[src/rtl/lzss_enc_if.sv]
// Valid/ready stream bundle between an LZSS encoder, its word source and its code sink.
interface lzss_enc_if #(
  parameter int pDataWidth = 8,
  parameter int pCodeWidth = 13
);
  logic                  i_valid;
  logic                  ow_ready;
  logic [pDataWidth-1:0] i_data;
  logic                  i_last;
  logic                  o_valid;
  logic                  i_ready;
  logic [pCodeWidth-1:0] o_code;
  logic                  o_last;

  modport slave (
    input  i_valid, i_data, i_last, i_ready,
    output ow_ready, o_valid, o_code, o_last
  );

  modport master (
    output i_valid, i_data, i_last, i_ready,
    input  ow_ready, o_valid, o_code, o_last
  );
endinterface

[src/rtl/lzss_enc_top.sv]
// Streaming LZSS encoder: greedy longest-run matching against an N-deep history
// with a parallel match vector, emitting literal/match codes on a registered stream.
module lzss_enc_top #(
  parameter int pDataWidth     = 8,
  parameter int pReferenceSize = 64,
  parameter int pCodingSize    = 5,
  parameter int pCodeWidth     = 1 + ($clog2(pCodingSize) + 1) + pDataWidth
) (
  input logic       clk,
  input logic       rst_x,
  lzss_enc_if.slave bus
);
  localparam int lpOffsetWidth = $clog2(pReferenceSize);
  localparam int lpLengthWidth = $clog2(pCodingSize) + 1;
  localparam logic [lpLengthWidth-1:0] lpMaxLen = lpLengthWidth'(pCodingSize);
  localparam logic [lpLengthWidth-1:0] lpOneLen = lpLengthWidth'(1);

  typedef enum logic [1:0] {S_IDLE, S_RUN, S_FLUSH} state_t;
  typedef logic [pDataWidth-1:0]     word_t;
  typedef logic [pReferenceSize-1:0] mvec_t;
  typedef logic [pCodeWidth-1:0]     code_t;

  state_t                   state, state_n;
  word_t                    hist [pReferenceSize+1];
  word_t                    p_word, p_word_n;
  logic [lpLengthWidth-1:0] run_len, run_len_n;
  mvec_t                    mvec, mvec_n, eq;
  code_t                    pending_code, emit_code, code_q;
  logic                     emit, emit_last, clear_hist;
  logic                     accept, slot_free, valid_q, last_q;

  // Lowest surviving offset wins.
  function automatic logic [lpOffsetWidth-1:0] prio(input mvec_t v);
    prio = '0;
    for (int i = pReferenceSize - 1; i >= 0; i--) begin
      if (v[i]) prio = lpOffsetWidth'(i);
    end
  endfunction

  // eq[o] compares the incoming word with the word two or more positions back.
  always_comb begin
    eq = '0;
    for (int o = 0; o < pReferenceSize; o++) begin
      eq[o] = (bus.i_data == hist[o+1]);
    end
  end

  always_comb begin
    if (run_len == lpOneLen) pending_code = {1'b0, {lpLengthWidth{1'b0}}, p_word};
    else                     pending_code = {1'b1, run_len - lpOneLen, pDataWidth'(prio(mvec))};
  end

  assign slot_free    = ~valid_q | bus.i_ready;
  assign bus.ow_ready = (state != S_FLUSH) & slot_free;
  assign accept       = bus.i_valid & bus.ow_ready;

  // NOTE: every output of this block is given a default first so that no path
  // through the case statement leaves a variable unassigned and infers a latch.
  always_comb begin
    state_n    = state;
    run_len_n  = run_len;
    mvec_n     = mvec;
    p_word_n   = p_word;
    emit       = 1'b0;
    emit_last  = 1'b0;
    emit_code  = pending_code;
    clear_hist = 1'b0;
    case (state)
      S_IDLE: begin
        if (accept) begin
          run_len_n = lpOneLen;
          mvec_n    = eq;
          p_word_n  = bus.i_data;
          state_n   = bus.i_last ? S_FLUSH : S_RUN;
        end
      end
      S_RUN: begin
        if (accept) begin
          if ((run_len < lpMaxLen) && |(mvec & eq)) begin
            run_len_n = run_len + lpOneLen;
            mvec_n    = mvec & eq;
          end else begin
            emit      = 1'b1;
            run_len_n = lpOneLen;
            mvec_n    = eq;
            p_word_n  = bus.i_data;
          end
          if (bus.i_last) state_n = S_FLUSH;
        end
      end
      S_FLUSH: begin
        // The closing code leaves with o_last and the next stream starts from zero history.
        if (slot_free) begin
          emit       = 1'b1;
          emit_last  = 1'b1;
          clear_hist = 1'b1;
          state_n    = S_IDLE;
        end
      end
      default: state_n = S_IDLE;
    endcase
  end

  // NOTE: sequential state uses non-blocking assignments so every register
  // samples the pre-edge values, independent of statement order.
  always_ff @(posedge clk or negedge rst_x) begin
    if (!rst_x) begin
      state   <= S_IDLE;
      run_len <= '0;
      mvec    <= '0;
      p_word  <= '0;
    end else begin
      state   <= state_n;
      run_len <= run_len_n;
      mvec    <= mvec_n;
      p_word  <= p_word_n;
    end
  end

  // NOTE: the history is reset, unlike a plain data store, because zero words
  // must match against it from the first word of every stream.
  always_ff @(posedge clk or negedge rst_x) begin
    if (!rst_x) begin
      for (int k = 0; k <= pReferenceSize; k++) hist[k] <= '0;
    end else if (clear_hist) begin
      for (int k = 0; k <= pReferenceSize; k++) hist[k] <= '0;
    end else if (accept) begin
      hist[0] <= bus.i_data;
      for (int k = 1; k <= pReferenceSize; k++) hist[k] <= hist[k-1];
    end
  end

  always_ff @(posedge clk or negedge rst_x) begin
    if (!rst_x) begin
      valid_q <= 1'b0;
      code_q  <= '0;
      last_q  <= 1'b0;
    end else if (emit) begin
      valid_q <= 1'b1;
      code_q  <= emit_code;
      last_q  <= emit_last;
    end else if (bus.i_ready) begin
      valid_q <= 1'b0;
      last_q  <= 1'b0;
    end
  end

  assign bus.o_valid = valid_q;
  assign bus.o_code  = code_q;
  assign bus.o_last  = last_q;
endmodule
[src/flat_wrapper.sv]
// flat-port wrapper written by rule: the top's interface ports become plain ports
module lzss_enc_top_flat 
#(
  parameter int pDataWidth     = 8,
  parameter int pReferenceSize = 64,
  parameter int pCodingSize    = 5,
  parameter int pCodeWidth     = 1 + ($clog2(pCodingSize) + 1) + pDataWidth
)
  (clk, rst_x, bus_i_valid, bus_i_data, bus_i_last, bus_i_ready, bus_ow_ready, bus_o_valid, bus_o_code, bus_o_last);
  lzss_enc_if #(.pDataWidth(pDataWidth), .pCodeWidth(pCodeWidth)) bus_i ();
  input logic clk;
  input logic rst_x;
  input wire logic [$bits(bus_i.i_valid)-1:0] bus_i_valid;
  input wire logic [$bits(bus_i.i_data)-1:0] bus_i_data;
  input wire logic [$bits(bus_i.i_last)-1:0] bus_i_last;
  input wire logic [$bits(bus_i.i_ready)-1:0] bus_i_ready;
  output wire logic [$bits(bus_i.ow_ready)-1:0] bus_ow_ready;
  output wire logic [$bits(bus_i.o_valid)-1:0] bus_o_valid;
  output wire logic [$bits(bus_i.o_code)-1:0] bus_o_code;
  output wire logic [$bits(bus_i.o_last)-1:0] bus_o_last;
  assign bus_i.i_valid = bus_i_valid;
  assign bus_i.i_data = bus_i_data;
  assign bus_i.i_last = bus_i_last;
  assign bus_i.i_ready = bus_i_ready;
  assign bus_ow_ready = bus_i.ow_ready;
  assign bus_o_valid = bus_i.o_valid;
  assign bus_o_code = bus_i.o_code;
  assign bus_o_last = bus_i.o_last;
  lzss_enc_top #(.pDataWidth(pDataWidth), .pReferenceSize(pReferenceSize), .pCodingSize(pCodingSize), .pCodeWidth(pCodeWidth)) u_core (.clk(clk), .rst_x(rst_x), .bus(bus_i));
endmodule
[config.mk]
export PLATFORM = sky130hd
export DESIGN_NAME = lzss_enc_top_flat
export DESIGN_NICKNAME = d
export VERILOG_FILES = /design/src/rtl/lzss_enc_if.sv /design/src/rtl/lzss_enc_top.sv /design/src/flat_wrapper.sv
export SDC_FILE = /design/constraint.sdc
export NUM_CORES = 1
export LEC_CHECK = 0
export CORE_MARGIN = 4
export CORE_UTILIZATION = 47
export DETAILED_ROUTE_END_ITERATION = 12
export SKIP_LAST_GASP = 1
export SLEW_MARGIN = 15
export SYNTH_ARGS = -nofsm -noshare
export SYNTH_HDL_FRONTEND = slang
export SYNTH_SLANG_ARGS = --single-unit
[constraint.sdc]
create_clock -name clk -period 5.1 [get_ports clk]
set_input_delay 1.02 -clock clk [delete_from_list [all_inputs] [get_ports clk]]
set_output_delay 1.02 -clock clk [all_outputs]
set_load 0.02 [all_outputs]
==> results.yml <==
job:
  drv_cap: 0
timing:
  finClkSkew_ns: 0.0226
  fin_ws_ns: 1.09
  fin_crit_ns: 4.01
  slew_viol_final: 0
  rsz0062_at_grt: "false"
  finalCritPeriodShare_pct: 78.6
  fin_tns_setup_ns: 0
  worst_slew_pin_slew_ns: 1.03
  holdWs_ns: 0.491
  hold_violations: 0
  setup_viol: 0
  slew_headroom_pct: 31.0
  fmax_mhz: 249
clock_network:
  cts.clk_slew.worst_paths_ns: 0.06
  cts_tree: "yes"
  root_buffer: "clkbuf_16"
  cts_setup_buffers: 0
  cts_buffers: 69
  h-tree-depth: 3
  cts_max_path_buffers: 3
  cts_sinks: 613
  holdBufCountCts: 0
  cts-resized-gates: 0
  clk_latency_ns: 0.60
critical_path:
  cp-start-kind: "primary input"
  cp_data_required_time_ns: 5.62
  path_cells: "buf_4 > buf_12 > buf_4 > xor2_1 > nor4_1 > nand3_1 > nand4_1 > nor4_2 > nand4_2 > a21oi_4 > buf_12 > a2bb2oi_1"
  worstPathArrival_ns: 4.53
  critical_path.slowest_cell: "a21oi_4"
  end_kind: "register"
  rrSetupSlack_ns: 1.97
  rr_endpoint: "u_core.mvec[63]"
  r2r_start: "u_core.hist[13]"
  path_class: "primary input to register"
  crit_fanout: 31
  slowest_delay_ns: 0.66
  ff2ff_path_depth: 9
grt:
  met2_usage_pct: 32.8
  grt_pass1_vias: 19900
  antenna_found_initial: 0
  grt_overflow: 0
  grtUsageMet3_pct: 3.07
  grt_max_degree: 189
  grt-busiest-layer: "met1"
  grt.total_usage_pct: 23.0
  grt_pass1_wl_um: 122000
  gr-usage-met1_pct: 36.9
min_path:
  hold_end: "u_core.p_word[3]"
  min_path_cells: 1
  hold_start: "u_core.p_word[3]"
  hold_path.class: "register to register"
placement:
  pre_cts_slack_ns: 0.547
  gp_congestion: 0.961
  hpwlAfterDp_um: 48800
  port_buffers: 28
routing:
  drc: 0
  vias_per_cell: 6.11
  post_drt_wl_per_cell_um: 23.5
  vias: 19900
  drt_first_pass_iters: 7
  ant_nets: 0
  wirelength_um: 76700
  drt_iter0_markers: 2106
synth:
  synth_common_cells: "613 x dfrtp_1, 521 x a22o_1, 512 x xor2_1, 134 x nor4_1, 117 x clkbuf_1"
  synthArstFlopShare_pct: 100
  yosysTopAreaCell: "dfrtp_1"
  synth_flop_cell: "dfrtp_1"
  synth_edf_count: 0
  synth_area_leaders: "dfrtp_1 52%, a22o_1 16%, xor2_1 15%"
  ys_seq_area_share_pct: 52.2
  synth-seq-cells: 613
  syn_area_um2: 29400
  synth_cell_types: 57
  netlist.area_leader.share_pct: 52.2
  postSynthAreaPerCell_um2: 12.1
  synth_warnings: 0
  syn_inst: 2423
  yosysMostFrequentCell: "dfrtp_1"
  synth_nets: 2442
cells_and_area:
  area_growth_pct: 10.1
  nets: 2396
  multiInputGateArea_um2: 12800
  seqCellArea_um2: 15300
  drive_gt1_share_pct: 9.29
  n_fill_cell: 5296
  insertedDiodeCount: 0
power:
  powerDensity_nw_per_um2: 455
  irDropWorstVdd_mv: 0.390
  p_leak_nw: 15.5
  finalPower_mw: 14.7
outcome:
  outcome: "complete, no violations"
floorplanning:
  die_h_um: 258
  core_area_um2: 61800
  rows: 91
  fp.dieArea_um2: 66600
  pin_count: 29
  die_w_um: 258
  start_util_pct: 47.5
[where the power goes]
group | leakage, nW | switching, mW | internal [mW]
clock | 1.04 | 1.96 | 2.78
sequential | 8.37 | 0.768 | 5.47
combinational | 6.05 | 2.30 | 1.44
[critical path, delay by kind of cell]
family          cells  cell delay [ns]
compound gates      2             0.84
xor+xnor            1             0.18
buf+inv             4             1.16
simple gates        5             1.26
[worst max-delay path by stage]
stage | depth (start not counted) | endpoint | startpoint | slack (ns)
2_1_floorplan | 12 | u_core.p_word[1] | bus_i_data[2] | 1.76
3_3_place_gp | 12 | u_core.mvec[63] | bus_i_data[6] | 0.63
3_5_place_dp | 12 | u_core.mvec[63] | bus_i_data[6] | 0.55
4_1_cts | 12 | u_core.mvec[63] | bus_i_data[6] | 1.18
5_1_grt | 12 | u_core.mvec[36] | bus_i_data[6] | 0.97
6_report | 12 | u_core.mvec[63] | bus_i_data[6] | 1.09
[stage by stage]
stage | std cells | area, µm² | utilization [%]
finish | 3260 | 32400 | 52.3
global route | 3260 | 32400 | 52.3
CTS | 3260 | 32400 | 52.3
detailed placement | 3143 | 30200 | 48.9
global placement | 3143 | 30200 | 48.9
floorplan | 2423 | 29400 | -
[state kept, by name (all words and copies together) (netlist names)]
register and count:
u_core.hist 520, u_core.mvec 64, u_core.bus.o_code 13, u_core.p_word 8
u_core.run_len 4, u_core.state 2, u_core.bus.o_last 1, u_core.bus.o_valid 1
[metal layers]
metal | vias to the layer above | routed length [µm]
met2 | 541 | 32900
met4 | 0 | 1620
met5 | - | 0
li1 | 8868 | -
met3 | 95 | 4180
met1 | 10400 | 38000
[placed cells by master, fill, tap and decap left out, drive strengths merged, types with 4 or more instances in the layout]
| cell type | count |
|---|---|
| xor2 | 512 |
| o21ai | 18 |
| ha | 6 |
| nor4 | 137 |
| buf | 61 |
| clkbuf | 103 |
| mux2 | 15 |
| nand4 | 20 |
| dfrtp | 613 |
| clkdlybuf4s50 | 19 |
| o2111ai | 11 |
| clkinv | 7 |
| nor2 | 57 |
| a21oi | 26 |
| a2bb2oi | 64 |
| a211oi | 5 |
| a22o | 521 |
| nor2b | 4 |
| nand2 | 73 |
| nand3 | 60 |
| nor3 | 13 |
| inv | 30 |
[logic make-up after synthesis]
family / after synthesis / synth area share [%]
AOI/OAI and AO/OA: 677 / 20.7
DFF: 613 / 52.2
xor gates and xnor gates: 513 / 15.3
and+or+nand+nor: 375 / 6.66
buffers and inverters: 222 / 4.26
muxes: 17 / 0.643
adders and majority gates: 6 / 0.256
[final cells by class]
type                            instances  share of cell area [%]
Sequential cell                       613                    47.4
Multi-Input combinational cell       1588                    39.6
Clock buffer                          103                    6.11
Tap cell                              837                    3.24
Timing Repair Buffer                   80                    2.95
Clock inverter                         14                   0.429
Inverter                               25                   0.290
No activity file was read; power rests on OpenSTA's default activity.
